[src/rtl/serial_add_sub.sv]
// Digit-serial adder/subtractor: DIGIT bits per clock through a ripple chain.
// start/busy/done handshake with registered sum, carry, overflow and zero.
module serial_add_sub_fa (
    input  logic i_a,
    input  logic i_b,
    input  logic i_c,
    output logic o_s,
    output logic o_c
);
    assign o_s = i_a ^ i_b ^ i_c;
    assign o_c = (i_a & i_b) | (i_c & (i_a ^ i_b));
endmodule

module serial_add_sub #(
    parameter int WIDTH = 8,
    parameter int DIGIT = 1
) (
    input  logic             clk,
    input  logic             rst_n,
    input  logic             start,
    input  logic             sub,
    input  logic [WIDTH-1:0] a,
    input  logic [WIDTH-1:0] b,
    input  logic             cin,
    output logic             busy,
    output logic             done,
    output logic [WIDTH-1:0] sum,
    output logic             cout,
    output logic             ovf,
    output logic             zero
);
    localparam int N  = WIDTH / DIGIT;
    localparam int CW = (N > 1) ? $clog2(N) : 1;

    typedef enum logic [1:0] {
        S_IDLE,
        S_RUN,
        S_DONE
    } state_t;

    state_t r_state;
    state_t w_next;

    logic [WIDTH-1:0] r_a;
    logic [WIDTH-1:0] r_b;
    logic [WIDTH-1:0] r_res;
    logic [CW-1:0]    r_cnt;
    logic             r_carry;
    logic [WIDTH-1:0] r_sum;
    logic             r_cout;
    logic             r_ovf;
    logic             r_zero;

    logic             w_accept;
    logic             w_step;
    logic             w_last;
    logic [DIGIT:0]   w_c;
    logic [DIGIT-1:0] w_s;
    logic [WIDTH-1:0] w_res_nxt;

    assign w_last = (r_cnt == CW'(N - 1));

    always_ff @(posedge clk or negedge rst_n) begin
        if (!rst_n) begin
            r_state <= S_IDLE;
        end else begin
            r_state <= w_next;
        end
    end

    always_comb begin
        w_next   = r_state;
        w_accept = 1'b0;
        w_step   = 1'b0;
        unique case (r_state)
            S_IDLE: begin
                if (start) begin
                    w_accept = 1'b1;
                    w_next   = S_RUN;
                end
            end
            S_RUN: begin
                w_step = 1'b1;
                if (w_last) begin
                    w_next = S_DONE;
                end
            end
            S_DONE: begin
                if (start) begin
                    w_accept = 1'b1;
                    w_next   = S_RUN;
                end else begin
                    w_next = S_IDLE;
                end
            end
            default: w_next = S_IDLE;
        endcase
    end

    assign w_c[0] = r_carry;

    genvar gi;
    generate
        for (gi = 0; gi < DIGIT; gi++) begin : g_fa
            serial_add_sub_fa u_fa (
                .i_a(r_a[gi]),
                .i_b(r_b[gi]),
                .i_c(w_c[gi]),
                .o_s(w_s[gi]),
                .o_c(w_c[gi+1])
            );
        end
        // New digit enters at the top; after N steps the LSB digit is at bit 0.
        if (DIGIT == WIDTH) begin : g_res_full
            assign w_res_nxt = w_s;
        end else begin : g_res_shift
            assign w_res_nxt = {w_s, r_res[WIDTH-1:DIGIT]};
        end
    endgenerate

    always_ff @(posedge clk or negedge rst_n) begin
        if (!rst_n) begin
            r_a     <= '0;
            r_b     <= '0;
            r_res   <= '0;
            r_cnt   <= '0;
            r_carry <= 1'b0;
            r_sum   <= '0;
            r_cout  <= 1'b0;
            r_ovf   <= 1'b0;
            r_zero  <= 1'b0;
        end else if (w_accept) begin
            r_a     <= a;
            r_b     <= b ^ {WIDTH{sub}};
            r_carry <= cin;
            r_res   <= '0;
            r_cnt   <= '0;
        end else if (w_step) begin
            r_a     <= r_a >> DIGIT;
            r_b     <= r_b >> DIGIT;
            r_res   <= w_res_nxt;
            r_carry <= w_c[DIGIT];
            r_cnt   <= r_cnt + 1'b1;
            // On the last digit, w_c[DIGIT-1] is the carry into the MSB.
            if (w_last) begin
                r_sum  <= w_res_nxt;
                r_cout <= w_c[DIGIT];
                r_ovf  <= w_c[DIGIT] ^ w_c[DIGIT-1];
                r_zero <= (w_res_nxt == '0);
            end
        end
    end

    assign busy = (r_state == S_RUN);
    assign done = (r_state == S_DONE);
    assign sum  = r_sum;
    assign cout = r_cout;
    assign ovf  = r_ovf;
    assign zero = r_zero;
endmodule

[config.mk]
export PLATFORM = sky130hd
export DESIGN_NAME = serial_add_sub
export DESIGN_NICKNAME = d
export VERILOG_FILES = /design/src/rtl/serial_add_sub.sv
export SDC_FILE = /design/constraint.sdc
export NUM_CORES = 1
export LEC_CHECK = 0
export CAP_MARGIN = 30
export CELL_PAD_IN_SITES_DETAIL_PLACEMENT = 2
export CELL_PAD_IN_SITES_GLOBAL_PLACEMENT = 2
export CORE_MARGIN = 2
export CORE_UTILIZATION = 30
export DETAILED_ROUTE_END_ITERATION = 7
export HOLD_SLACK_MARGIN = 0.1
export PLACE_DENSITY = 0.77
export SETUP_SLACK_MARGIN = 0.5
export SYNTH_ARGS = -nofsm -noshare
export SYNTH_HDL_FRONTEND = slang
export SYNTH_SLANG_ARGS = --single-unit
export TNS_END_PERCENT = 50
[constraint.sdc]
create_clock -name clk -period 2.1 [get_ports clk]
set_input_delay 0.315 -clock clk [delete_from_list [all_inputs] [get_ports clk]]
set_output_delay 0.315 -clock clk [all_outputs]
set_load 0.005 [all_outputs]
==> results by group <==
Outcome
  • Status: finished, final reports clean

Floorplan
  • Die area: 0.00646 sq mm
  • Top Ports: 34
  • # rows: 27
  • Die W: 80.4 microns
  • CORE AREA: 0.00557 sq mm
  • Initial Utilization: 31.4%
  • Die Ht: 80.4 microns

Synthesis
  • Seq/Total Area, Yosys: 57.2%
  • Syn Nets: 160
  • Yosys top cell by area: dfrtp_1
  • Top cells by area, synth: dfrtp_1 57%, a22o_1 9.0%, mux2_2 6.4%, mux2i_1 4.0%, xor2_1 3.5%
  • Synthesized area: 0.00175 sq mm
  • FF+latch count, synth: 40
  • Ys Warns: 0
  • Cell count after synthesis: 136
  • Top cell type's share of synthesized area: 57.2%
  • Post-synthesis area per instance: 12.9 sq um
  • Cell variety after synth: 24

CTS
  • # clock sinks: 40
  • H-Tree Depth: 2
  • CTS tree: yes
  • Clk_lat worst skew: 0.30 ns
  • CTS clock-pin slew for the worst setup and hold paths: 0.08 ns
  • Hold buffer count at cts: 0
  • Total CTS buffers: 5
  • Clk buf depth: 2
  • CTS Root Cell: clkbuf_8

GRT
  • Largest net degree at the start of global routing: 41
  • Global Route Usage Sum: 13.6%
  • First-pass GRT wire length: 6680 microns
  • Initial antenna violation count: 0
  • GR Overflow Total: 0
  • Vias in the first global route: 1320

Timing
  • Slew margin rel.: 39.2%
  • Finish-stage setup viols: 0
  • Worst Tran Pin Value: 0.912 ns
  • RSZ-0062 raised after global routing: yes
  • Fin crit share: 76.1%
  • Minimum clock period: 1.60 ns
  • Max Freq: 625 MHz
  • Clock Skew: 0.00978 ns
  • Max Slew Vio Count: 0
  • Setup TNS Final: 0 ns
  • Final Hold Fails: 0

Power and ir drop
  • Peak supply drop: 555 uV
  • Static Leakage: 0.00113 uW
  • PwrDens: 1460 mW/mm^2

Final layout
  • Final Core Density: 42.5%
  • Area delta synth->final: 35.5%
  • Share of cells above drive strength 1: 19.0%
  • Commonest non-fill, non-tap cell in the layout: dfrtp_1
  • Most frequent cells in the layout: 40 x dfrtp_1, 30 x clkdlybuf4s50_1, 18 x a22o_1
  • Storage cell area: 0.00100 sq mm
  • Multi-input logic area: 718 sq um
  • Final nets: 202
  • Antenna Diode Count: 0
  • # fillers: 567

Placed design
  • Final HPWL DP: 2740 microns
  • Port Buffers: 33
  • Final RePlAce weighted congestion: 0.702

Route
  • Routed len/inst: 16.5 microns
  • Initial DRC count: 59
  • # DRC: 0
  • Routed wire length: 4150 microns
  • Via-per-instance ratio: 4.91
  • TritonRoute pass-1 iters: 4
  • Detail Route Antenna Nets: 0
  • Via Count: 1232

Flow run
  • Number of max-cap violations: 0

Worst setup path
  • WS Path Type: reg2reg
  • Worst setup EP type: flop
  • Critical path arrival: 1.79 ns
  • CP max FO: 6
  • R2R cell count: 6
  • Required time of the critical path: 2.29 ns
  • Startpoint type of the worst setup path: flop

Worst hold path
  • Hold Path Class: in2async
## logic make-up (layout without fill, tap and decap cells)
kind of cell               count (synthesis)  in the layout  share of synthesized area [%]
buffers and inverters                     12             55                           4.43
adders and majority gates                  3              3                           2.57
AOI/OAI and AO/OA                         36             36                           15.5
xor gates and xnor gates                   9              9                           4.51
and+or+nand+nor                           19             19                           5.37
muxes                                     17             17                           10.4
DFF                                       40             40                           57.2
## Yosys cell counts
cell type	instances
a21o_1	7
a221o_1	1
a22o_1	18
and2b_1	1
buf_2	5
buf_4	1
buf_6	3
clkbuf_1	1
dfrtp_1	40
fa_1	1
ha_1	2
inv_1	2
mux2_2	10
mux2i_1	7
nand2_1	10
nand2b_1	1
nand3b_1	1
nor2_1	1
nor2_2	1
nor2b_1	2
nor4_1	2
o21ai_0	10
xnor2_1	2
xor2_1	7
## cell type report
| type | count | area share [%] |
|---|---|---|
| clock buffer | 6 | 3.06 |
| clock inverter | 2 | 1.48 |
| inverter | 2 | 0.317 |
| multi-input combinational | 84 | 30.3 |
| sequential | 40 | 42.2 |
| tap | 72 | 3.80 |
| timing repair buffer | 45 | 18.8 |
## stage by stage
stage               hold slack (ns)  total power [uW]  setup slack [ns]  std cells  area [sq um]
floorplan                    0.0194              2200             0.521        136          1750
global placement              0.461              2570             0.238        235          2120
detailed placement            0.471              2680             0.202        235          2120
CTS                           0.183              3350             0.524        246          2270
global route                  0.209              3720             0.447        251          2370
finish                        0.148              3450             0.501        251          2370
## routing by layer
layer | vias to the layer above | wire, microns | global-route usage, %
met5 | - | 0 | 0
met4 | 0 | 63 | 5.08
met3 | 8 | 145 | 3.26
met2 | 28 | 2070 | 22.0
met1 | 633 | 1870 | 17.6
li1 | 563 | - | -
## where the power goes
group | switching, uW | leakage, uW | internal (uW) | total (uW)
Clock | 273 | 0.0000552 | 353 | 626
Sequential | 242 | 0.000506 | 1110 | 1350
Combinational | 608 | 0.000574 | 866 | 1470
## critical path, cell delays in order, from the launching register on
cell      delay, ns
dfrtp_1        0.40
ha_2           0.21
ha_4           0.16
nand3b_1       0.15
buf_12         0.13
buf_8          0.11
mux2_2         0.32
## registers in the layout (all words and copies together), names as in the netlist
signal	count
r_res	7
zero	1
sum	8
r_state	2
ovf	1
r_a	8
cout	1
r_b	8
r_carry	1
r_cnt	3
## what timing repair did
action / CTS / global route
gates resized for setup: 4 / 13
pin swaps: 1 / 2
setup endpoints to repair: 33 / 11
setup buffers: 3 / 5
## final timing paths
check	to	from	slack (ns)
hold / removal	sum[5]	rst_n	0.15
max in group asynchronous	r_a[0]	rst_n	1.38
setup reg to reg	sum[0]	r_cnt[1]	0.50
hold reg to reg	r_a[1]	r_a[1]	0.49
setup / recovery	sum[0]	r_cnt[1]	0.50
min in group clk	r_a[1]	r_a[1]	0.49
(Power assumes the default switching activity.)
